File: config.mk
export PLATFORM = sky130hd
export DESIGN_NAME = multicycle_ctrl
export DESIGN_NICKNAME = d
export VERILOG_FILES = /design/src/rtl/mips_ctrl_pkg.sv /design/src/rtl/mem_wait_timer.sv /design/src/rtl/multicycle_ctrl.sv
export SDC_FILE = /design/constraint.sdc
export NUM_CORES = 1
export LEC_CHECK = 0
export ABC_CLOCK_PERIOD_IN_PS = 5500
export BUFFER_PORTS_ARGS = -buffer_cell sky130_fd_sc_hd__buf_2
export CAP_MARGIN = 20
export CORE_UTILIZATION = 55
export CTS_CLUSTER_DIAMETER = 100
export DETAILED_ROUTE_END_ITERATION = 12
export PLACE_DENSITY_LB_ADDON = 0.3
export SLEW_MARGIN = 10
export SYNTH_ARGS = -nofsm -noshare
export SYNTH_HDL_FRONTEND = slang
export SYNTH_SLANG_ARGS = --single-unit
File: constraint.sdc
create_clock -name clk_i -period 5.5 [get_ports clk_i]
set_clock_uncertainty 0.05 [all_clocks]
set_input_delay 0.275 -clock clk_i [delete_from_list [all_inputs] [get_ports clk_i]]
set_output_delay 0.275 -clock clk_i [all_outputs]
set_load 0.01 [all_outputs]
File: src/rtl/mips_ctrl_pkg.sv
// Shared types and encodings for the multicycle MIPS control path.
package mips_ctrl_pkg;

  typedef enum logic [3:0] {
    StRst,
    StFetch,
    StDecode,
    StMemAddr,
    StMemRd,
    StMemWb,
    StMemWr,
    StExecR,
    StExecI,
    StWbR,
    StWbI,
    StBranch,
    StJump,
    StHalt
  } ctrl_state_e;

  localparam logic [5:0] OP_RTYPE = 6'b000000;
  localparam logic [5:0] OP_J     = 6'b000010;
  localparam logic [5:0] OP_BEQ   = 6'b000100;
  localparam logic [5:0] OP_BNE   = 6'b000101;
  localparam logic [5:0] OP_ADDI  = 6'b001000;
  localparam logic [5:0] OP_SLTI  = 6'b001010;
  localparam logic [5:0] OP_ORI   = 6'b001101;
  localparam logic [5:0] OP_LUI   = 6'b001111;
  localparam logic [5:0] OP_LW    = 6'b100011;
  localparam logic [5:0] OP_SW    = 6'b101011;

  localparam logic [2:0] ALUOP_SUB   = 3'b001;
  localparam logic [2:0] ALUOP_FUNCT = 3'b010;
  localparam logic [2:0] ALUOP_SLT   = 3'b011;
  localparam logic [2:0] ALUOP_LUI   = 3'b100;
  localparam logic [2:0] ALUOP_BNE   = 3'b101;
  localparam logic [2:0] ALUOP_ADD   = 3'b110;
  localparam logic [2:0] ALUOP_OR    = 3'b111;

  // ALU operation for the immediate-arithmetic group.
  function automatic logic [2:0] imm_alu_op(input logic [5:0] op);
    logic [2:0] res;
    case (op)
      OP_SLTI: res = ALUOP_SLT;
      OP_LUI:  res = ALUOP_LUI;
      OP_ORI:  res = ALUOP_OR;
      default: res = ALUOP_ADD;
    endcase
    return res;
  endfunction

endpackage

File: src/rtl/mem_wait_timer.sv
// Counts cycles a memory request waits for its ack and flags expiry on the
// final unacked cycle; an ack in that same cycle suppresses expiry.
module mem_wait_timer #(
  parameter int unsigned TIMEOUT = 16
) (
  input  logic clk_i,
  input  logic rst_i,
  input  logic clear_i,
  input  logic req_i,
  input  logic ack_i,
  output logic expire_o
);

  localparam int unsigned CW = $clog2(TIMEOUT + 1);

  logic [CW-1:0] count_q, count_d;

  always_comb begin
    count_d = count_q;
    if (clear_i) begin
      count_d = '0;
    end else if (req_i && !ack_i) begin
      count_d = count_q + CW'(1);
    end
  end

  always_ff @(posedge clk_i or negedge rst_i) begin
    if (!rst_i) begin
      count_q <= '0;
    end else begin
      count_q <= count_d;
    end
  end

  assign expire_o = req_i && !ack_i && (count_q == CW'(TIMEOUT - 1));

endmodule

File: src/rtl/multicycle_ctrl.sv
// Multicycle MIPS control FSM: sequences fetch/decode/execute/memory/writeback,
// drives datapath selects, handshakes the shared memory port, counts retirements.
module multicycle_ctrl
  import mips_ctrl_pkg::*;
#(
  parameter int unsigned TIMEOUT = 16,
  parameter int unsigned CNT_W   = 32
) (
  input  logic             clk_i,
  input  logic             rst_i,
  input  logic [5:0]       instr_op_i,
  input  logic             zero_i,
  input  logic             mem_ack_i,
  output logic             mem_req_o,
  output logic             mem_we_o,
  output logic             i_or_d_o,
  output logic             ir_write_o,
  output logic             pc_write_o,
  output logic             pc_write_cond_o,
  output logic             branch_ne_o,
  output logic [1:0]       pc_src_o,
  output logic             alu_src_a_o,
  output logic [1:0]       alu_src_b_o,
  output logic [2:0]       alu_op_o,
  output logic             zext_imm_o,
  output logic             reg_dst_o,
  output logic             mem_to_reg_o,
  output logic             reg_write_o,
  output logic             illegal_o,
  output logic             timeout_o,
  output logic [CNT_W-1:0] instr_cnt_o
);

  ctrl_state_e      state_q, state_d;
  logic [5:0]       op_q;
  logic             illegal_q, timeout_q;
  logic [CNT_W-1:0] cnt_q;
  logic             expire;
  logic             retire;

  // The branch decision itself is resolved in the datapath.
  logic unused_zero;
  assign unused_zero = zero_i;

  mem_wait_timer #(
    .TIMEOUT (TIMEOUT)
  ) u_timer (
    .clk_i    (clk_i),
    .rst_i    (rst_i),
    .clear_i  (state_q != state_d),
    .req_i    (mem_req_o),
    .ack_i    (mem_ack_i),
    .expire_o (expire)
  );

  always_ff @(posedge clk_i or negedge rst_i) begin
    if (!rst_i) begin
      state_q <= StRst;
    end else begin
      state_q <= state_d;
    end
  end

  always_comb begin
    state_d = state_q;
    unique case (state_q)
      StRst:     state_d = StFetch;
      StFetch: begin
        if (mem_ack_i)   state_d = StDecode;
        else if (expire) state_d = StHalt;
      end
      StDecode: begin
        case (instr_op_i)
          OP_RTYPE:                         state_d = StExecR;
          OP_ADDI, OP_SLTI, OP_LUI, OP_ORI: state_d = StExecI;
          OP_LW, OP_SW:                     state_d = StMemAddr;
          OP_BEQ, OP_BNE:                   state_d = StBranch;
          OP_J:                             state_d = StJump;
          default:                          state_d = StHalt;
        endcase
      end
      StMemAddr: state_d = (op_q == OP_LW) ? StMemRd : StMemWr;
      StMemRd: begin
        if (mem_ack_i)   state_d = StMemWb;
        else if (expire) state_d = StHalt;
      end
      StMemWr: begin
        if (mem_ack_i)   state_d = StFetch;
        else if (expire) state_d = StHalt;
      end
      StExecR:   state_d = StWbR;
      StExecI:   state_d = StWbI;
      StMemWb, StWbR, StWbI, StBranch, StJump: state_d = StFetch;
      StHalt:    state_d = StHalt;
      default:   state_d = StHalt;
    endcase
  end

  always_comb begin
    mem_req_o       = 1'b0;
    mem_we_o        = 1'b0;
    i_or_d_o        = 1'b0;
    ir_write_o      = 1'b0;
    pc_write_o      = 1'b0;
    pc_write_cond_o = 1'b0;
    branch_ne_o     = 1'b0;
    pc_src_o        = 2'b00;
    alu_src_a_o     = 1'b0;
    alu_src_b_o     = 2'b00;
    alu_op_o        = 3'b000;
    zext_imm_o      = 1'b0;
    reg_dst_o       = 1'b0;
    mem_to_reg_o    = 1'b0;
    reg_write_o     = 1'b0;
    unique case (state_q)
      StFetch: begin
        mem_req_o   = 1'b1;
        alu_src_b_o = 2'b01;
        alu_op_o    = ALUOP_ADD;
        ir_write_o  = mem_ack_i;
        pc_write_o  = mem_ack_i;
      end
      StDecode: begin
        alu_src_b_o = 2'b11;
        alu_op_o    = ALUOP_ADD;
      end
      StMemAddr: begin
        alu_src_a_o = 1'b1;
        alu_src_b_o = 2'b10;
        alu_op_o    = ALUOP_ADD;
      end
      StMemRd: begin
        mem_req_o = 1'b1;
        i_or_d_o  = 1'b1;
      end
      StMemWb: begin
        reg_write_o  = 1'b1;
        mem_to_reg_o = 1'b1;
      end
      StMemWr: begin
        mem_req_o = 1'b1;
        i_or_d_o  = 1'b1;
        mem_we_o  = 1'b1;
      end
      StExecR: begin
        alu_src_a_o = 1'b1;
        alu_op_o    = ALUOP_FUNCT;
      end
      StWbR: begin
        reg_write_o = 1'b1;
        reg_dst_o   = 1'b1;
      end
      StExecI, StWbI: begin
        alu_src_a_o = 1'b1;
        alu_src_b_o = 2'b10;
        alu_op_o    = imm_alu_op(op_q);
        zext_imm_o  = (op_q == OP_ORI);
        reg_write_o = (state_q == StWbI);
      end
      StBranch: begin
        alu_src_a_o     = 1'b1;
        pc_write_cond_o = 1'b1;
        pc_src_o        = 2'b01;
        branch_ne_o     = (op_q == OP_BNE);
        alu_op_o        = (op_q == OP_BNE) ? ALUOP_BNE : ALUOP_SUB;
      end
      StJump: begin
        pc_write_o = 1'b1;
        pc_src_o   = 2'b10;
      end
      default: ;
    endcase
  end

  assign retire = (state_d == StFetch) &&
                  (state_q inside {StMemWb, StMemWr, StWbR, StWbI, StBranch, StJump});

  always_ff @(posedge clk_i or negedge rst_i) begin
    if (!rst_i) begin
      op_q      <= '0;
      illegal_q <= 1'b0;
      timeout_q <= 1'b0;
      cnt_q     <= '0;
    end else begin
      if (state_q == StDecode) begin
        op_q <= instr_op_i;
      end
      if (state_q == StDecode && state_d == StHalt) begin
        illegal_q <= 1'b1;
      end
      if (expire) begin
        timeout_q <= 1'b1;
      end
      if (retire) begin
        cnt_q <= cnt_q + CNT_W'(1);
      end
    end
  end

  assign illegal_o   = illegal_q;
  assign timeout_o   = timeout_q;
  assign instr_cnt_o = cnt_q;

endmodule

# Yosys cells after proc, flatten, opt, wreduce, memory -nomap -nowiden
# Index checks and enable logic that the tools add are counted.
[classes]
n_mux = 26
n_reduce_logical = 20
n_eq_ne = 30
n_addsub = 2
[op_table]
columns = ["cell", "n"]
rows = [
  ["$eq A6 B4 Y1 const B", 7],
  ["$add A32 B1 Y32 const B", 1],
  ["$pmux W4 S8", 1],
  ["$eq A4 B4 Y1 const B", 6],
  ["$pmux W4 S5", 1],
  ["$eq A6 B3 Y1 const B", 3],
  ["$eq A6 B6 Y1 const B", 3],
  ["$eq A4 B3 Y1 const B", 4],
  ["$mux W4", 4],
  ["$pmux W3 S4", 1],
  ["$mux W1", 10],
  ["$mux W5", 2],
  ["$reduce_or A2 Y1", 5],
  ["$pmux W3 S3", 1],
  ["$reduce_or A3 Y1", 3],
  ["$eq A4 B1 Y1 const B", 2],
  ["$eq A4 B2 Y1 const B", 2],
  ["$eq A6 B2 Y1 const B", 1],
  ["$logic_not A6 Y1", 1],
  ["$pmux W2 S3", 1],
  ["$reduce_bool A6 Y1", 1],
  ["$reduce_or A6 Y1", 1],
  ["$add A5 B1 Y5 const B", 1],
  ["$eq A5 B4 Y1 const B", 1],
  ["other kinds (11)", 15],
]
[word_totals]
word_cells = 84
output_inout_bits = 53
input_bits = 10
reg_bits = 49

# Longest topological paths before layout
[logic_depth]
ltp_word = 10
mapped_depth = 10
mapped_depth_nobuf = 9

# Hierarchy
# Synthesis repeated with hierarchy kept, for this count alone.
[hier_totals]
cells_unflattened = 308
hier_area_um2 = 2927.8
[modules_own_cells]
columns = ["mod", "cells_each", "n_inst", "area_per_inst_um2", "seq_area_each_um2"]
rows = [
  ["multicycle_ctrl", 283, 1, 2632.5, 1101.1],
  ["mem_wait_timer", 25, 1, 295.3, 125.1],
]

# Worst setup path after synthesis
# Ideal clock, no wire load.
[synth_timing]
path_kind = "register -> register"
startpoint = "register u_timer.count_q[0]"
endpoint = "register cnt_q[31], in the netlist instr_cnt_o[31]"
t_required_ns = 5.326
n_path_buf = 0
slack_ns = 2.995
stages_incl_launch_ff = 10
period_less_slack_ns = 2.505
t_arrival_ns = 2.331
setup_ns = 0.124
cell_sequence = "dfrtp_1 -> ha_1 -> and3_1 -> ha_1 -> nor2b_1 -> o21ai_1 -> o221ai_4 -> nor4_4 -> nand4_1 -> xnor2_1"
[synth_between]
elab_chain_len = 7
word_cells_on_any_way = 9
cone_classes = "2 x eq/ne; 5 x mux; 2 x reduce/logical"
[synth_rtl]
columns = ["item", "line_no", "text"]
rows = [
  ["start: declaration", "mem_wait_timer.sv:16", "logic [CW-1:0] count_q, count_d;"],
  ["start signal: assignment", "mem_wait_timer.sv:31", "count_q <= count_d;"],
  ["$eq A5 B4 Y1 *", "mem_wait_timer.sv:35", "assign expire_o = req_i && !ack_i && (count_q == CW'(TIMEOUT - 1));"],
  ["$logic_and A1 B1 Y1 *", "mem_wait_timer.sv:35", ""],
  ["$mux W4 *", "multicycle_ctrl.sv:70, multicycle_ctrl.sv:85, multicycle_ctrl.sv:89", ""],
  ["$mux W4 (on tied branches)", "multicycle_ctrl.sv:88, multicycle_ctrl.sv:69, multicycle_ctrl.sv:84", ""],
  ["$pmux W4 S8 *", "multicycle_ctrl.sv:66", "unique case (state_q)"],
  ["named net state_d[2]", "multicycle_ctrl.sv:34", "ctrl_state_e state_q, state_d;"],
  ["$eq A4 B1 Y1 *", "multicycle_ctrl.sv:175", "assign retire = (state_d == StFetch) &&"],
  ["$logic_and A1 B1 Y1 *", "multicycle_ctrl.sv:175", ""],
  ["end signal: assignment", "multicycle_ctrl.sv:195", "cnt_q <= cnt_q + CNT_W'(1);"],
  ["end: declaration", "multicycle_ctrl.sv:37", "logic [CNT_W-1:0] cnt_q;"],
]
# The timed path passes the listed nets; every way through them passes the cells marked *.
# A chain may end at the register's enable or synchronous reset.

# Worst setup path in the final report
[layout_timing]
startpoint = "register u_timer.count_q[0]"
endpoint = "register cnt_q[21], in the netlist instr_cnt_o[21]"
# Same word-level chain as after synthesis.

==> key figures <==
Worst setup path
  • CP Max Fanout: 9
  • Crit path buffers/inverters: 0
  • Levels on crit path: 9
  • Crit-path cells: ha_1 > and3_1 > ha_1 > nor2b_1 > o21ai_1 > o221ai_4 > nor4_4 > nand3_1 > xnor2_1
  • Worst Setup End Kind: flip-flop
  • Worst path arrival time: 2.97 ns
  • Critical path's slowest cell: nor4_4
  • Worst path most repeated cell: ha_1
  • Max stage delay on crit path: 0.56 ns
  • Critical path startpoint: u_timer.count_q[0]$_DFFE_PN0P_
  • Top delay family on crit path: simple AND/OR/NAND/NOR gates
  • Required time worst endpoint: 5.64 ns
  • Kind of critical path: flip-flop to flip-flop
  • CP startpoint kind: flip-flop
  • R2R depth: 9
  • Critical register-to-register path startpoint: u_timer.count_q[0]$_DFFE_PN0P_

Min path
  • Worst hold start: instr_op_i[3]
  • Hold Crit Class: input port to flip-flop
  • Hold depth: 2

Route
  • Remaining DRCs: 0
  • Routed met2 length: 2818 µm
  • Drt pass-1 iters: 4
  • Final WL: 5711 µm
  • Via density per instance: 5.628
  • Final ANT Viol Nets: 0
  • Metal3 WL: 247 µm
  • Wire per inst: 13.90 µm
  • Starting DRT DRC Count: 217
  • Top layer in use: met4
  • Via count: 2313
  • Met1 wire length: 2598 µm

Timing
  • Final setup violation count: 0
  • Period utilization: 51.51%
  • Crit path setup slack, layout: 2.667 ns
  • Endpoints failing hold: 0
  • Pins Over Slew Limit: 0
  • Final setup TNS: 0 ns
  • Least-Margin Pin Slew: 0.8107 ns
  • RSZ-0062 raised after global routing: false
  • Fmax: 0.3530 GHz
  • Max_slew headroom: 45.95%
  • Period minus WS final: 2.833 ns

Clocking
  • Latest clock arrival within the worst-skew pair: 0.30 ns
  • CTS H-tree lvls: 2
  • Inserted Clock Buffers: 5
  • CTS max path bufs: 2
  • CTS tree: built
  • CTS clk-pin slew, worst paths: 0.09 ns
  • Root Driver: clkbuf_8
  • CTS Sinks: 49

Yosys
  • Distinct cells, synth: 55
  • Syn Area/Cell: 9.905 µm²
  • Cell taking the most area after synthesis: dfrtp_1
  • Top post-synthesis cells by area: dfrtp_1 (43%), xnor2_1 (8.6%), mux2_2 (2.8%), nand2_1 (2.6%), nand3_1 (2.5%)
  • #FFs+latches synth: 49
  • Post-synth EDFFs: 0
  • Cell with the most instances after synthesis: dfrtp_1
  • Syn Nets: 300
  • Syn Inst Count: 287
  • Top post-synthesis cells by count: dfrtp_1 (49), xnor2_1 (28), nand2_1 (20), nor2_1 (16), nand3_1 (14)
  • Most common flop cell mapped by yosys: dfrtp_1
  • Mapped Area: 2843 µm²
  • Sequential area share after synthesis: 43.13%
  • Synth Warn #: 0
  • Synth top area share: 43.13%
  • Post-synth ARST share: 100.0%

Final layout
  • Layout cell share with drive strength beyond 1: 26.45%
  • Final nets: 356
  • Synth-to-layout area growth: 15.41%
  • Antenna diode count: 0

Placed design
  • GPL Wtd Cong: 0.8132
  • HPWL Detailed: 4111 µm
  • Worst slack at placement: 2.671 ns
  • Port Buffers: 61

Global routing
  • Vias in the first global route: 2011
  • Largest net degree at the start of global routing: 50
  • Initial antenna violation count: 0
  • First-pass GRT wire length: 9377 µm
  • Global route overflow: 0
  • GRT Util Overall: 22.26%

Status
  • Outcome: finished, final reports clean

Floorplan
  • # rows: 25
  • Die area: 5460 µm²
  • IO Pins: 63
  • Area of the core: 4848 µm²
  • Chip Width: 73.89 µm
  • Die H: 73.89 µm
  • Initial Util: 58.63%

Pwr
  • Worst ir drop on vdd: 0.0002089 V
  • Leakage: 1.537 nW
  • PwrDens: 413.5 nW/µm²

Job
  • Total of max-cap violations: 0
-- worst register-to-register path, stage by stage (launching register included) --
cell,delay [ns]
dfrtp_1,0.42
ha_1,0.22
and3_1,0.18
ha_1,0.25
nor2b_1,0.19
o21ai_1,0.27
o221ai_4,0.23
nor4_4,0.57
nand3_1,0.18
xnor2_1,0.16
-- kinds of logic (layout without fill, tap and decap cells) --
| group | Yosys count | count (layout) | synth area share, % |
|---|---|---|---|
| adder cells (fa/ha/maj) | 5 | 5 | 2.025 |
| buffers and inverters | 20 | 77 | 3.213 |
| AO/OA/AOI/OAI | 50 | 50 | 12.63 |
| multiplexers | 9 | 9 | 3.653 |
| XOR/XNOR | 35 | 35 | 10.78 |
| flip-flops | 49 | 49 | 43.13 |
| AND/OR/NAND/NOR | 119 | 119 | 24.56 |
-- power by group --
| group | internal (mW) | total (mW) | switching, mW |
|---|---|---|---|
| clock | 0.0898 | 0.208 | 0.118 |
| combinational | 0.271 | 0.608 | 0.337 |
| sequential | 0.420 | 0.541 | 0.121 |
| total | 0.780 | 1.36 | 0.576 |
-- path summary, 6_finish.rpt --
kind	to	slack, ns
max	instr_cnt_o[21]$_DFFE_PN0P_	2.67
min	op_q[3]$_DFFE_PN0P_	0.23
max reg2reg	instr_cnt_o[21]$_DFFE_PN0P_	2.67
min reg2reg	timeout_o$_DFFE_PN0P_	0.43
max in group asynchronous	state_q[2]$_DFF_PN0_	4.55
min in group asynchronous	instr_cnt_o[0]$_DFFE_PN0P_	0.36
-- cell usage in the layout, fill, tap and decap left out, drive strengths merged, types with 3 or more instances in the layout --
cell,instances
o22ai,4
ha,3
nand2b,8
o21ai,12
nand3,14
clkbuf,6
nor2b,7
xnor2,28
nor4,3
a21oi,12
inv,6
or2,4
nand2,20
dfrtp,49
and2,3
xor2,7
buf,62
a211o,3
and3,9
mux2,8
and4,3
o221ai,3
nor3,11
nand4,10
nor2,17
a21o,3
-- repair_timing --
| action | CTS | global route |
|---|---|---|
| hold buffers | 0 | 1 |
| setup buffers | 0 | 0 |
| resized for setup | 0 | 0 |
| endpoints found under the hold margin | 0 | 14 |
-- through the flow --
stage | util, % | area, µm² | total power, mW | hold WS (ns) | instances
global placement | 65.24 | 3163 | 1.137 | 0.3872 | 401
floorplan | - | 2843 | 0.9992 | -0.07059 | 287
finish | 67.66 | 3281 | 1.357 | 0.2319 | 411
detailed placement | 65.24 | 3163 | 1.150 | 0.4060 | 401
global route | 67.66 | 3281 | 1.454 | 0.2310 | 411
CTS | 67.05 | 3251 | 1.359 | 0.1544 | 409
-- cell type report --
| class | count | area [µm²] |
|---|---|---|
| clock buffer | 6 | 72.57 |
| clock inverter | 2 | 15.01 |
| fill | 385 | 1568 |
| inverter | 6 | 22.52 |
| multi-input combinational | 218 | 1525 |
| sequential | 49 | 1226 |
| tap | 67 | 83.83 |
| timing repair buffer | 63 | 335.3 |
-- flip-flops by register name, indices dropped and copies added, names as in the netlist --
signal / cells
instr_cnt_o: 32
op_q: 6
u_timer.count_q: 5
state_q: 4
illegal_o: 1
timeout_o: 1
-- layer usage --
| layer | vias up | global-route usage (%) |
|---|---|---|
| met2 | 67 | 36.49 |
| met4 | 0 | 6.624 |
| met5 | - | 0 |
| met1 | 1105 | 30.69 |
| li1 | 1137 | - |
| met3 | 4 | 3.155 |
(Power assumes the default switching activity.)
